**src/rtl/sw_array_ctrl_if.sv**
```systemverilog
// Bus between the Smith-Waterman chain sequencer and its environment:
// job control, read/reference streams, PE-facing strobes and tail score feedback.
interface sw_array_ctrl_if #(
  parameter int NUM_PE      = 8,
  parameter int SCORE_WIDTH = 10,
  parameter int LEN_WIDTH   = 16
);
  logic                   start;
  logic [LEN_WIDTH-1:0]   ref_len;
  logic [1:0]             rd_base;
  logic                   rd_valid;
  logic                   rd_ready;
  logic [1:0]             ref_base;
  logic                   ref_valid;
  logic                   ref_ready;
  logic [1:0]             pe_S;
  logic [NUM_PE-1:0]      pe_store_S;
  logic [1:0]             pe_T;
  logic                   pe_init;
  logic [SCORE_WIDTH-1:0] tail_V;
  logic                   tail_init;
  logic                   busy;
  logic                   done;
  logic [SCORE_WIDTH-1:0] best_score;
  logic [LEN_WIDTH-1:0]   best_col;

  modport slave (
    input  start, ref_len, rd_base, rd_valid, ref_base, ref_valid, tail_V, tail_init,
    output rd_ready, ref_ready, pe_S, pe_store_S, pe_T, pe_init, busy, done,
           best_score, best_col
  );

  modport master (
    output start, ref_len, rd_base, rd_valid, ref_base, ref_valid, tail_V, tail_init,
    input  rd_ready, ref_ready, pe_S, pe_store_S, pe_T, pe_init, busy, done,
           best_score, best_col
  );
endinterface

```
**src/rtl/sw_array_ctrl.sv**
```systemverilog
// Sequencer for a linear Smith-Waterman PE chain: loads the read, streams the
// reference, waits for the chain to drain and reports the best tail score/column.
module sw_array_ctrl #(
  parameter int NUM_PE      = 8,
  parameter int SCORE_WIDTH = 10,
  parameter int LEN_WIDTH   = 16
) (
  input  logic             clk,
  input  logic             rst,
  sw_array_ctrl_if.slave   ctrl
);

  localparam int LCW = $clog2(NUM_PE + 1);
  localparam int DCW = $clog2(2 * NUM_PE + 2);
  localparam logic [LCW-1:0] LOAD_LAST  = LCW'(NUM_PE - 1);
  localparam logic [DCW-1:0] DRAIN_LAST = DCW'(2 * NUM_PE);
  localparam logic [SCORE_WIDTH-1:0] SCORE_MIN = {1'b1, {(SCORE_WIDTH-1){1'b0}}};

  typedef enum logic [2:0] {S_IDLE, S_LOAD, S_STREAM, S_DRAIN, S_FIN} state_e;

  state_e                 state_q, state_d;
  logic [LCW-1:0]         load_cnt_q, load_cnt_d;
  logic [LEN_WIDTH-1:0]   ref_cnt_q, ref_cnt_d;
  logic [DCW-1:0]         drain_cnt_q, drain_cnt_d;
  logic [LEN_WIDTH-1:0]   len_q, len_d;
  logic [LEN_WIDTH-1:0]   tail_col_q, tail_col_d;
  logic [SCORE_WIDTH-1:0] best_score_q, best_score_d;
  logic [LEN_WIDTH-1:0]   best_col_q, best_col_d;
  logic [1:0]             pe_S_q, pe_S_d;
  logic [NUM_PE-1:0]      pe_store_S_q, pe_store_S_d;
  logic [1:0]             pe_T_q, pe_T_d;
  logic                   pe_init_q, pe_init_d;
  logic [NUM_PE-1:0]      store_onehot;

  for (genvar gi = 0; gi < NUM_PE; gi++) begin : g_onehot
    assign store_onehot[gi] = (load_cnt_q == LCW'(gi));
  end

  always_ff @(posedge clk) begin
    if (rst) begin
      state_q      <= S_IDLE;
      load_cnt_q   <= '0;
      ref_cnt_q    <= '0;
      drain_cnt_q  <= '0;
      len_q        <= '0;
      tail_col_q   <= '0;
      best_score_q <= '0;
      best_col_q   <= '0;
      pe_S_q       <= '0;
      pe_store_S_q <= '0;
      pe_T_q       <= '0;
      pe_init_q    <= 1'b0;
    end else begin
      state_q      <= state_d;
      load_cnt_q   <= load_cnt_d;
      ref_cnt_q    <= ref_cnt_d;
      drain_cnt_q  <= drain_cnt_d;
      len_q        <= len_d;
      tail_col_q   <= tail_col_d;
      best_score_q <= best_score_d;
      best_col_q   <= best_col_d;
      pe_S_q       <= pe_S_d;
      pe_store_S_q <= pe_store_S_d;
      pe_T_q       <= pe_T_d;
      pe_init_q    <= pe_init_d;
    end
  end

  always_comb begin
    state_d      = state_q;
    load_cnt_d   = load_cnt_q;
    ref_cnt_d    = ref_cnt_q;
    drain_cnt_d  = drain_cnt_q;
    len_d        = len_q;
    tail_col_d   = tail_col_q;
    best_score_d = best_score_q;
    best_col_d   = best_col_q;
    pe_S_d       = pe_S_q;
    pe_store_S_d = '0;
    pe_T_d       = pe_T_q;
    pe_init_d    = 1'b0;

    // Tail monitoring runs in every state; a start in IDLE overrides it below.
    if (ctrl.tail_init) begin
      if ($signed(ctrl.tail_V) > $signed(best_score_q)) begin
        best_score_d = ctrl.tail_V;
        best_col_d   = tail_col_q;
      end
      if (tail_col_q != '1) begin
        tail_col_d = tail_col_q + 1'b1;
      end
    end

    case (state_q)
      S_IDLE: begin
        if (ctrl.start) begin
          len_d        = ctrl.ref_len;
          best_score_d = SCORE_MIN;
          best_col_d   = '0;
          tail_col_d   = '0;
          load_cnt_d   = '0;
          ref_cnt_d    = '0;
          state_d      = S_LOAD;
        end
      end
      S_LOAD: begin
        if (ctrl.rd_valid) begin
          pe_S_d       = ctrl.rd_base;
          pe_store_S_d = store_onehot;
          if (load_cnt_q == LOAD_LAST) begin
            load_cnt_d  = '0;
            drain_cnt_d = '0;
            state_d     = (len_q == '0) ? S_DRAIN : S_STREAM;
          end else begin
            load_cnt_d = load_cnt_q + 1'b1;
          end
        end
      end
      S_STREAM: begin
        if (ctrl.ref_valid) begin
          pe_T_d    = ctrl.ref_base;
          pe_init_d = 1'b1;
          // Counting to len-1 keeps the counter in range for the largest ref_len.
          if (ref_cnt_q == len_q - 1'b1) begin
            ref_cnt_d   = '0;
            drain_cnt_d = '0;
            state_d     = S_DRAIN;
          end else begin
            ref_cnt_d = ref_cnt_q + 1'b1;
          end
        end
      end
      S_DRAIN: begin
        if (drain_cnt_q == DRAIN_LAST) begin
          state_d = S_FIN;
        end else begin
          drain_cnt_d = drain_cnt_q + 1'b1;
        end
      end
      S_FIN: begin
        state_d = S_IDLE;
      end
      default: begin
        state_d = S_IDLE;
      end
    endcase
  end

  assign ctrl.rd_ready   = (state_q == S_LOAD);
  assign ctrl.ref_ready  = (state_q == S_STREAM);
  assign ctrl.busy       = (state_q != S_IDLE);
  assign ctrl.done       = (state_q == S_FIN);
  assign ctrl.pe_S       = pe_S_q;
  assign ctrl.pe_store_S = pe_store_S_q;
  assign ctrl.pe_T       = pe_T_q;
  assign ctrl.pe_init    = pe_init_q;
  assign ctrl.best_score = best_score_q;
  assign ctrl.best_col   = best_col_q;

endmodule
```
**src/flat_wrapper.sv**
```systemverilog
// flat-port wrapper written by rule: the top's interface ports become plain ports
module sw_array_ctrl_flat 
#(
  parameter int NUM_PE      = 8,
  parameter int SCORE_WIDTH = 10,
  parameter int LEN_WIDTH   = 16
)
  (clk, rst, ctrl_start, ctrl_ref_len, ctrl_rd_base, ctrl_rd_valid, ctrl_ref_base, ctrl_ref_valid, ctrl_tail_V, ctrl_tail_init, ctrl_rd_ready, ctrl_ref_ready, ctrl_pe_S, ctrl_pe_store_S, ctrl_pe_T, ctrl_pe_init, ctrl_busy, ctrl_done, ctrl_best_score, ctrl_best_col);
  sw_array_ctrl_if #(.NUM_PE(NUM_PE), .SCORE_WIDTH(SCORE_WIDTH), .LEN_WIDTH(LEN_WIDTH)) ctrl_i ();
  input  logic clk;
  input  logic rst;
  input wire logic [$bits(ctrl_i.start)-1:0] ctrl_start;
  input wire logic [$bits(ctrl_i.ref_len)-1:0] ctrl_ref_len;
  input wire logic [$bits(ctrl_i.rd_base)-1:0] ctrl_rd_base;
  input wire logic [$bits(ctrl_i.rd_valid)-1:0] ctrl_rd_valid;
  input wire logic [$bits(ctrl_i.ref_base)-1:0] ctrl_ref_base;
  input wire logic [$bits(ctrl_i.ref_valid)-1:0] ctrl_ref_valid;
  input wire logic [$bits(ctrl_i.tail_V)-1:0] ctrl_tail_V;
  input wire logic [$bits(ctrl_i.tail_init)-1:0] ctrl_tail_init;
  output wire logic [$bits(ctrl_i.rd_ready)-1:0] ctrl_rd_ready;
  output wire logic [$bits(ctrl_i.ref_ready)-1:0] ctrl_ref_ready;
  output wire logic [$bits(ctrl_i.pe_S)-1:0] ctrl_pe_S;
  output wire logic [$bits(ctrl_i.pe_store_S)-1:0] ctrl_pe_store_S;
  output wire logic [$bits(ctrl_i.pe_T)-1:0] ctrl_pe_T;
  output wire logic [$bits(ctrl_i.pe_init)-1:0] ctrl_pe_init;
  output wire logic [$bits(ctrl_i.busy)-1:0] ctrl_busy;
  output wire logic [$bits(ctrl_i.done)-1:0] ctrl_done;
  output wire logic [$bits(ctrl_i.best_score)-1:0] ctrl_best_score;
  output wire logic [$bits(ctrl_i.best_col)-1:0] ctrl_best_col;
  assign ctrl_i.start = ctrl_start;
  assign ctrl_i.ref_len = ctrl_ref_len;
  assign ctrl_i.rd_base = ctrl_rd_base;
  assign ctrl_i.rd_valid = ctrl_rd_valid;
  assign ctrl_i.ref_base = ctrl_ref_base;
  assign ctrl_i.ref_valid = ctrl_ref_valid;
  assign ctrl_i.tail_V = ctrl_tail_V;
  assign ctrl_i.tail_init = ctrl_tail_init;
  assign ctrl_rd_ready = ctrl_i.rd_ready;
  assign ctrl_ref_ready = ctrl_i.ref_ready;
  assign ctrl_pe_S = ctrl_i.pe_S;
  assign ctrl_pe_store_S = ctrl_i.pe_store_S;
  assign ctrl_pe_T = ctrl_i.pe_T;
  assign ctrl_pe_init = ctrl_i.pe_init;
  assign ctrl_busy = ctrl_i.busy;
  assign ctrl_done = ctrl_i.done;
  assign ctrl_best_score = ctrl_i.best_score;
  assign ctrl_best_col = ctrl_i.best_col;
  sw_array_ctrl #(.NUM_PE(NUM_PE), .SCORE_WIDTH(SCORE_WIDTH), .LEN_WIDTH(LEN_WIDTH)) u_core (.clk(clk), .rst(rst), .ctrl(ctrl_i));
endmodule
```
**config.mk**
```make
export PLATFORM = sky130hd
export DESIGN_NAME = sw_array_ctrl_flat
export DESIGN_NICKNAME = d
export VERILOG_FILES = /design/src/rtl/sw_array_ctrl_if.sv /design/src/rtl/sw_array_ctrl.sv /design/src/flat_wrapper.sv
export SDC_FILE = /design/constraint.sdc
export NUM_CORES = 1
export LEC_CHECK = 0
export CORE_MARGIN = 10
export CORE_UTILIZATION = 35
export DETAILED_ROUTE_END_ITERATION = 7
export PLACE_DENSITY = 0.66
export SLEW_MARGIN = 20
export SYNTH_ARGS = -nofsm -noshare
export SYNTH_HDL_FRONTEND = slang
export SYNTH_SLANG_ARGS = --single-unit
```
**constraint.sdc**
```tcl
create_clock -name clk -period 2.8 [get_ports clk]
set_input_delay 0.56 -clock clk [delete_from_list [all_inputs] [get_ports clk]]
set_output_delay 0.56 -clock clk [all_outputs]
set_load 0.03 [all_outputs]
```
# After elaboration in Yosys (flattened, before gate mapping)
# Cells that the tools add are included.
[totals]
reg_bits = 99
input_bits = 36
out_inout_bits = 43
word_cells = 93
[classes]
n_addsub = 5
order_cmp = 1
eq_ne = 21
muxes = 35
bitwise_logic = 3
n_reduce_logical = 16
[ops]
columns = ["operator", "count"]
rows = [
  ["$mux W16", 11],
  ["$mux W10", 4],
  ["$add A16 B1 Y16 const B", 2],
  ["$pmux W16 S2", 1],
  ["$mux W5", 5],
  ["$mux W3", 6],
  ["$eq A16 B16 Y1", 1],
  ["$eq A4 B3 Y1 const B", 4],
  ["$logic_not A16 Y1", 1],
  ["$ne A16 B16 Y1 const B", 1],
  ["$sub A16 B1 Y16 const B", 1],
  ["$pmux W5 S3", 1],
  ["$mux W4", 3],
  ["$pmux W3 S4", 1],
  ["$reduce_and A6 Y1", 2],
  ["$gt A10 B10 Y1", 1],
  ["$eq A4 B2 Y1 const B", 2],
  ["$ne A2 B2 Y1 const B", 4],
  ["$pmux W4 S2", 1],
  ["$eq A3 B2 Y1 const B", 2],
  ["$ne A2 B1 Y1 const B", 3],
  ["$reduce_and A2 Y1", 3],
  ["$reduce_and A3 Y1", 2],
  ["$reduce_bool A3 Y1", 2],
  ["13 further kinds", 17],
]

# Logic depth before layout (Yosys ltp)
# Gate-level depths: netlist of the first run.
[depth]
ltp_word = 5
depth_mapped = 11

# Worst setup path before layout of the first run
# No wires, ideal clock.
[synth_path]
path_kind = "reg2reg"
from = "register u_core.len_q[7]"
to = "register u_core.ref_cnt_q[11]"
setup_ps = 132
t_arrival_ps = 2826
path_slack_ps = -158
stages_incl_launch_ff = 10
synth_period_minus_slack_ps = 2958
cell_sequence = "dfxtp_1 > buf_6 > or4_4 > or4_4 > or3b_1 > a311oi_2 > o2111ai_2 > a21oi_2 > buf_2 > nor3_1"
[synth_between]
elab_chain_cells = 5
[synth_rtl]
columns = ["item", "line", "text"]
rows = [
  ["start, declared", "sw_array_ctrl.sv:25", "logic [LEN_WIDTH-1:0] len_q, len_d;"],
  ["start signal, assigned", "sw_array_ctrl.sv:58", "len_q <= len_d;"],
  ["$sub A16 B1 Y16", "sw_array_ctrl.sv:124", "if (ref_cnt_q == len_q - 1'b1) begin"],
  ["$eq A16 B16 Y1", "sw_array_ctrl.sv:124", ""],
  ["$mux W16", "sw_array_ctrl.sv:124", ""],
  ["$mux W16", "sw_array_ctrl.sv:120", "if (ctrl.ref_valid) begin"],
  ["$pmux W16 S2", "sw_array_ctrl.sv:94", "case (state_q)"],
  ["end signal, assigned", "sw_array_ctrl.sv:56", "ref_cnt_q <= ref_cnt_d;"],
  ["end, declared", "sw_array_ctrl.sv:23", "logic [LEN_WIDTH-1:0] ref_cnt_q, ref_cnt_d;"],
]
# Every way passes these cells. The select of a mux whose other input is x is not followed.
# A chain may end at the register's enable or synchronous reset.

# Worst setup path after layout of the first run
[layout_path]
from = "register u_core.len_q[6]"
to = "register u_core.state_q[0]"
[layout_between]
elab_chain_cells = 5
elab_cells_between_ends = 9
cone_classes = "add/sub (1); eq/ne (2); mux (4); reduce/logical (2)"
[layout_rtl]
columns = ["item", "line", "text"]
rows = [
  ["branches (longest 5 deep; another with $sub A16 B1 Y16)", "n/a", ""],
  ["end signal, assigned", "sw_array_ctrl.sv:54", "state_q <= state_d;"],
  ["end, declared", "sw_array_ctrl.sv:21", "state_e state_q, state_d;"],
]
# Parallel ways; which one is timed is not known. The select of a mux whose other input is x is not followed.

==> tab_implementation.tex, run 1 <==
\begin{tabular}{lr}
\hline
Metric & Value \\
\hline
\multicolumn{2}{l}{\textbf{Yosys}} \\
\quad Compound-gate portion of the synthesized area & 10.5\% \\
\quad Most common flop cell mapped by yosys & dfxtp\_1 \\
\quad Async S/R FF share, synth & 0\% \\
\quad Parity-gate share of the synthesized area counting xor and xnor cells & 7.93\% \\
\quad Top cells by area in the synthesized netlist & dfxtp\_1, mux2i\_1, nor2\_1, ha\_1, nand2\_1 \\
\quad Combinational family with the most area after synthesis & simple AND/OR/NAND/NOR gates \\
\quad Number of different library cells in the post-synthesis netlist & 61 \\
\quad Syn\_nets & 626 \\
\quad Proportion of synthesized area in mux cells & 5.97\% \\
\quad Netlist area before placement & 0.00486 sq mm \\
\quad Count of flip-flops with a built-in enable after synthesis & 0 \\
\quad Yosys top cell by area & dfxtp\_1 \\
\quad Share of synthesized cell area in full adder, half adder and majority cells & 4.89\% \\
\quad Synthesis-stage register bit count & 99 \\
\quad Average size of a mapped cell & 8.51 sq um \\
\quad Cells after Synth & 571 \\
\quad Fraction of the mapped netlist area in simple logic gates & 25.9\% \\
\quad Syn. warnings & 0 \\
\quad Fraction of the yosys area taken by sequential cells & 40.8\% \\
\quad Synth top area share & 40.8\% \\
\multicolumn{2}{l}{\textbf{Setup path}} \\
\quad Worst Reg-to-Reg Cells & 7 \\
\quad Crit path kind & reg2reg \\
\quad Arrival time of data at the critical path endpoint & 3.06 ns \\
\quad R2R Path Start & u\_core.len\_q[6] \\
\quad Reg-to-reg slack, setup & 0.02 ns \\
\quad Critical path origin & u\_core.len\_q[6] \\
\quad Biggest fanout along the worst timing path & 3 \\
\quad CP startpoint kind & flip-flop \\
\quad Data required time at the worst endpoint & 3.08 ns \\
\quad Kind of end point of the critical path & flip-flop \\
\multicolumn{2}{l}{\textbf{Clock tree}} \\
\quad Skew-Pair Late Insertion Delay & 0.35 ns \\
\quad TritonCTS clock tree & yes \\
\quad CTS HTree Levels & 3 \\
\quad Sinks on Clock Net & 99 \\
\quad Post-cts hold buffer count & 0 \\
\quad Number of buffers inserted during clock tree synthesis & 9 \\
\quad Clock Path Buffers & 2 \\
\quad Clock input transition at the sequential cells of the worst setup and hold paths & 0.07 ns \\
\quad Clock root cell & clkbuf\_16 \\
\multicolumn{2}{l}{\textbf{Routing}} \\
\quad ANT nets after route & 0 \\
\quad Detail-routed via count per cell & 5.06 \\
\quad First-pass iteration count of the detailed router & 4 \\
\quad Starting DRT DRC Count & 230 \\
\quad Avg WL per Cell & 14.7 um \\
\quad Final routed DRC violation total & 0 \\
\quad Vias & 4264 \\
\quad Total detailed-routing wirelength & 12.4 mm \\
\multicolumn{2}{l}{\textbf{Finish}} \\
\quad Area added between synthesis and finish & 30.8\% \\
\quad Area used by multi-input combinational logic & 0.00275 sq mm \\
\quad Antenna fix cells & 0 \\
\quad Fillcell total & 1266 \\
\quad Layout Cell Area excl Fill & 0.00636 sq mm \\
\quad Fraction of final layout cells with drive strength greater than 1 & 10.0\% \\
\quad Area of all sequential standard cells & 0.00198 sq mm \\
\quad Post-Route Utilization & 47.4\% \\
\quad Final net count & 717 \\
\multicolumn{2}{l}{\textbf{Global route}} \\
\quad Total track usage & 13.0\% \\
\quad Overall overflow remaining after global route & 0 \\
\quad First-pass GRT wire length & 20.2 mm \\
\quad Initial antenna violation count & 0 \\
\quad Pin count of the biggest net entering global routing & 43 \\
\quad Via count of the first global-routing pass & 4257 \\
\multicolumn{2}{l}{\textbf{Placed design}} \\
\quad Weighted congestion at the end of routability-driven global placement & 0.896 \\
\quad Detail Placement HPWL & 9.57 mm \\
\quad Post-place instance area & 0.00600 sq mm \\
\quad Count of buffers from port buffering & 78 \\
\multicolumn{2}{l}{\textbf{Timing}} \\
\quad Worst relative slew slack & 60.3\% \\
\quad Total Negative Setup Slacks & 0 ns \\
\quad Setup repair after global routing missed its margin & yes \\
\quad Setup Skew & 0.00847 ns \\
\quad Final hold violation count & 0 \\
\quad Final Cycle Share & 99.2\% \\
\quad Actual transition at the worst max-transition pin & 0.596 ns \\
\quad Total setup violations reported at the end of the flow & 0 \\
\quad Number of max-slew violations in the final report & 0 \\
\quad F\_max & 0.360 GHz \\
\quad Period minus WS final & 2.78 ns \\
\multicolumn{2}{l}{\textbf{Min path}} \\
\quad Hold path cells & 2 \\
\quad Hold Crit Start & u\_core.ctrl.pe\_S[1] \\
\quad Hold Crit Class & reg2reg \\
\multicolumn{2}{l}{\textbf{Floorplan}} \\
\quad Die width & 138 um \\
\quad Standard cell core area & 0.0134 sq mm \\
\quad Vert. Die Dim & 138 um \\
\quad Initial standard-cell utilization of the core & 36.3\% \\
\quad Placement row count & 42 \\
\quad Total die area & 0.0190 sq mm \\
\quad I/O Pins & 79 \\
\multicolumn{2}{l}{\textbf{Power and ir drop}} \\
\quad Power per Cell Area & 682 mW/mm\^{}2 \\
\quad Worst ir drop on vdd & 322 uV \\
\quad Static leakage & 0.00244 uW \\
\multicolumn{2}{l}{\textbf{Run}} \\
\quad Count of maximum capacitance violations & 0 \\
\multicolumn{2}{l}{\textbf{Status}} \\
\quad Run status & finished clean \\
\hline
\end{tabular}
## synth_stat cells (all sizes together) (2+ instances only)
cell type	n
dfxtp	99
nor2	69
nand2	63
a21oi	33
mux2i	29
nor3	29
clkbuf	26
xor2	24
inv	22
xnor2	20
ha	19
nand3	18
and3	12
nand4	10
o21ai	9
or3	8
and2	5
nand3b	5
nor3b	5
nor4	5
or2	4
or4	4
a31oi	3
nand2b	3
nor2b	3
a2111oi	2
a211oi	2
a21boi	2
a21o	2
a41oi	2
and4	2
buf	2
nor4b	2
o2111ai	2
o211ai	2
o21bai	2
o31a	2
o41ai	2
or3b	2
## logic make-up (layout without fill, tap and decap cells)
kind of cell             Yosys count  after routing
AO/OA/AOI/OAI                     76             76
adder cells (fa/ha/maj)           19             19
XOR/XNOR                          44             44
buffers and inverters             50            146
AND/OR/NAND/NOR                  254            254
multiplexers                      29             29
flip-flops                        99             99
## per-layer routing
metal	GRT usage, %	share of wire [%]
met2	23.3	49
met3	3.10	4.8
met1	15.0	45
met4	4.06	1.3
met5	0	0
## cells in the final DEF, fill, tap and decap left out, drive strengths merged, types with 4 or more instances in the layout
cell,n
nor4,5
nor2,69
inv,25
nand3,18
nand4,10
nor3b,5
a21oi,33
or3,8
ha,19
clkdlybuf4s50,77
buf,31
xor2,24
nand3b,5
dfxtp,99
nand2,63
and3,12
or4,4
clkbuf,9
xnor2,20
nor3,29
mux2i,29
o21ai,9
and2,5
or2,4
## report_power, final
| group | switching, uW | total [uW] | internal [uW] |
|---|---|---|---|
| clock | 584 | 1290 | 707 |
| combinational | 805 | 1460 | 652 |
| sequential | 92.9 | 1590 | 1500 |
| total | 1480 | 4340 | 2860 |
## repair_timing
item / 4_1_cts / 5_1_grt
gates resized for setup: 0 / 10
endpoints found under the setup margin: 3 / 21
buffers inserted: 1 / 0
pin swaps: 1 / 4
## final cells by class
class,count,area share (%)
flip-flops and latches,99,31.2
inverters,22,1.30
clock buffers,9,3.54
clock inverters,7,1.30
multi-input cells,422,43.2
well taps,176,3.46
repair buffers,108,16.0
## worst paths after layout
path                               to
setup / recovery    u_core.state_q[0]
hold reg to reg   u_core.ctrl.pe_S[1]
setup reg to reg    u_core.state_q[0]
hold / removal    u_core.ctrl.pe_S[1]
## sequential cells by signal, summed over array words and instances (netlist names)
name,cells
u_core.len_q,16
u_core.ctrl.best_score,10
u_core.ref_cnt_q,16
u_core.ctrl.best_col,16
u_core.ctrl.pe_init,1
u_core.load_cnt_q,4
u_core.ctrl.pe_store_S,8
u_core.tail_col_q,16
u_core.drain_cnt_q,5
u_core.ctrl.pe_T,2
u_core.ctrl.pe_S,2
u_core.state_q,3
## critical path, stage by stage, from the launching register on
cell and delay [ns]:
dfxtp_1 0.31, or4_4 0.54, or4_4 0.50, or3b_1 0.40
a311oi_2 0.26, o2111ai_2 0.17, a2111o_1 0.39, a21oi_1 0.13
## per-stage QoR
stage | std cells | setup slack (ns) | hold slack (ns) | power (uW)
2_1_floorplan | 571 | 0.000540 | 0.455 | 2540
3_3_place_gp | 826 | 0.0387 | 0.442 | 3000
3_5_place_dp | 826 | -0.0299 | 0.450 | 3050
4_1_cts | 843 | 0.0139 | 0.459 | 4350
5_1_grt | 843 | -0.0919 | 0.498 | 4580
6_report | 843 | 0.0217 | 0.457 | 4340
Note: power is estimated with default switching activity, not from simulation.
==> inputs of run 2 (changes only) <==
HOLD_SLACK_MARGIN = 0.08   (was unset)
==> results of run 2 <==
No change in the layout: final DEF, timing and power equal those of run 1.
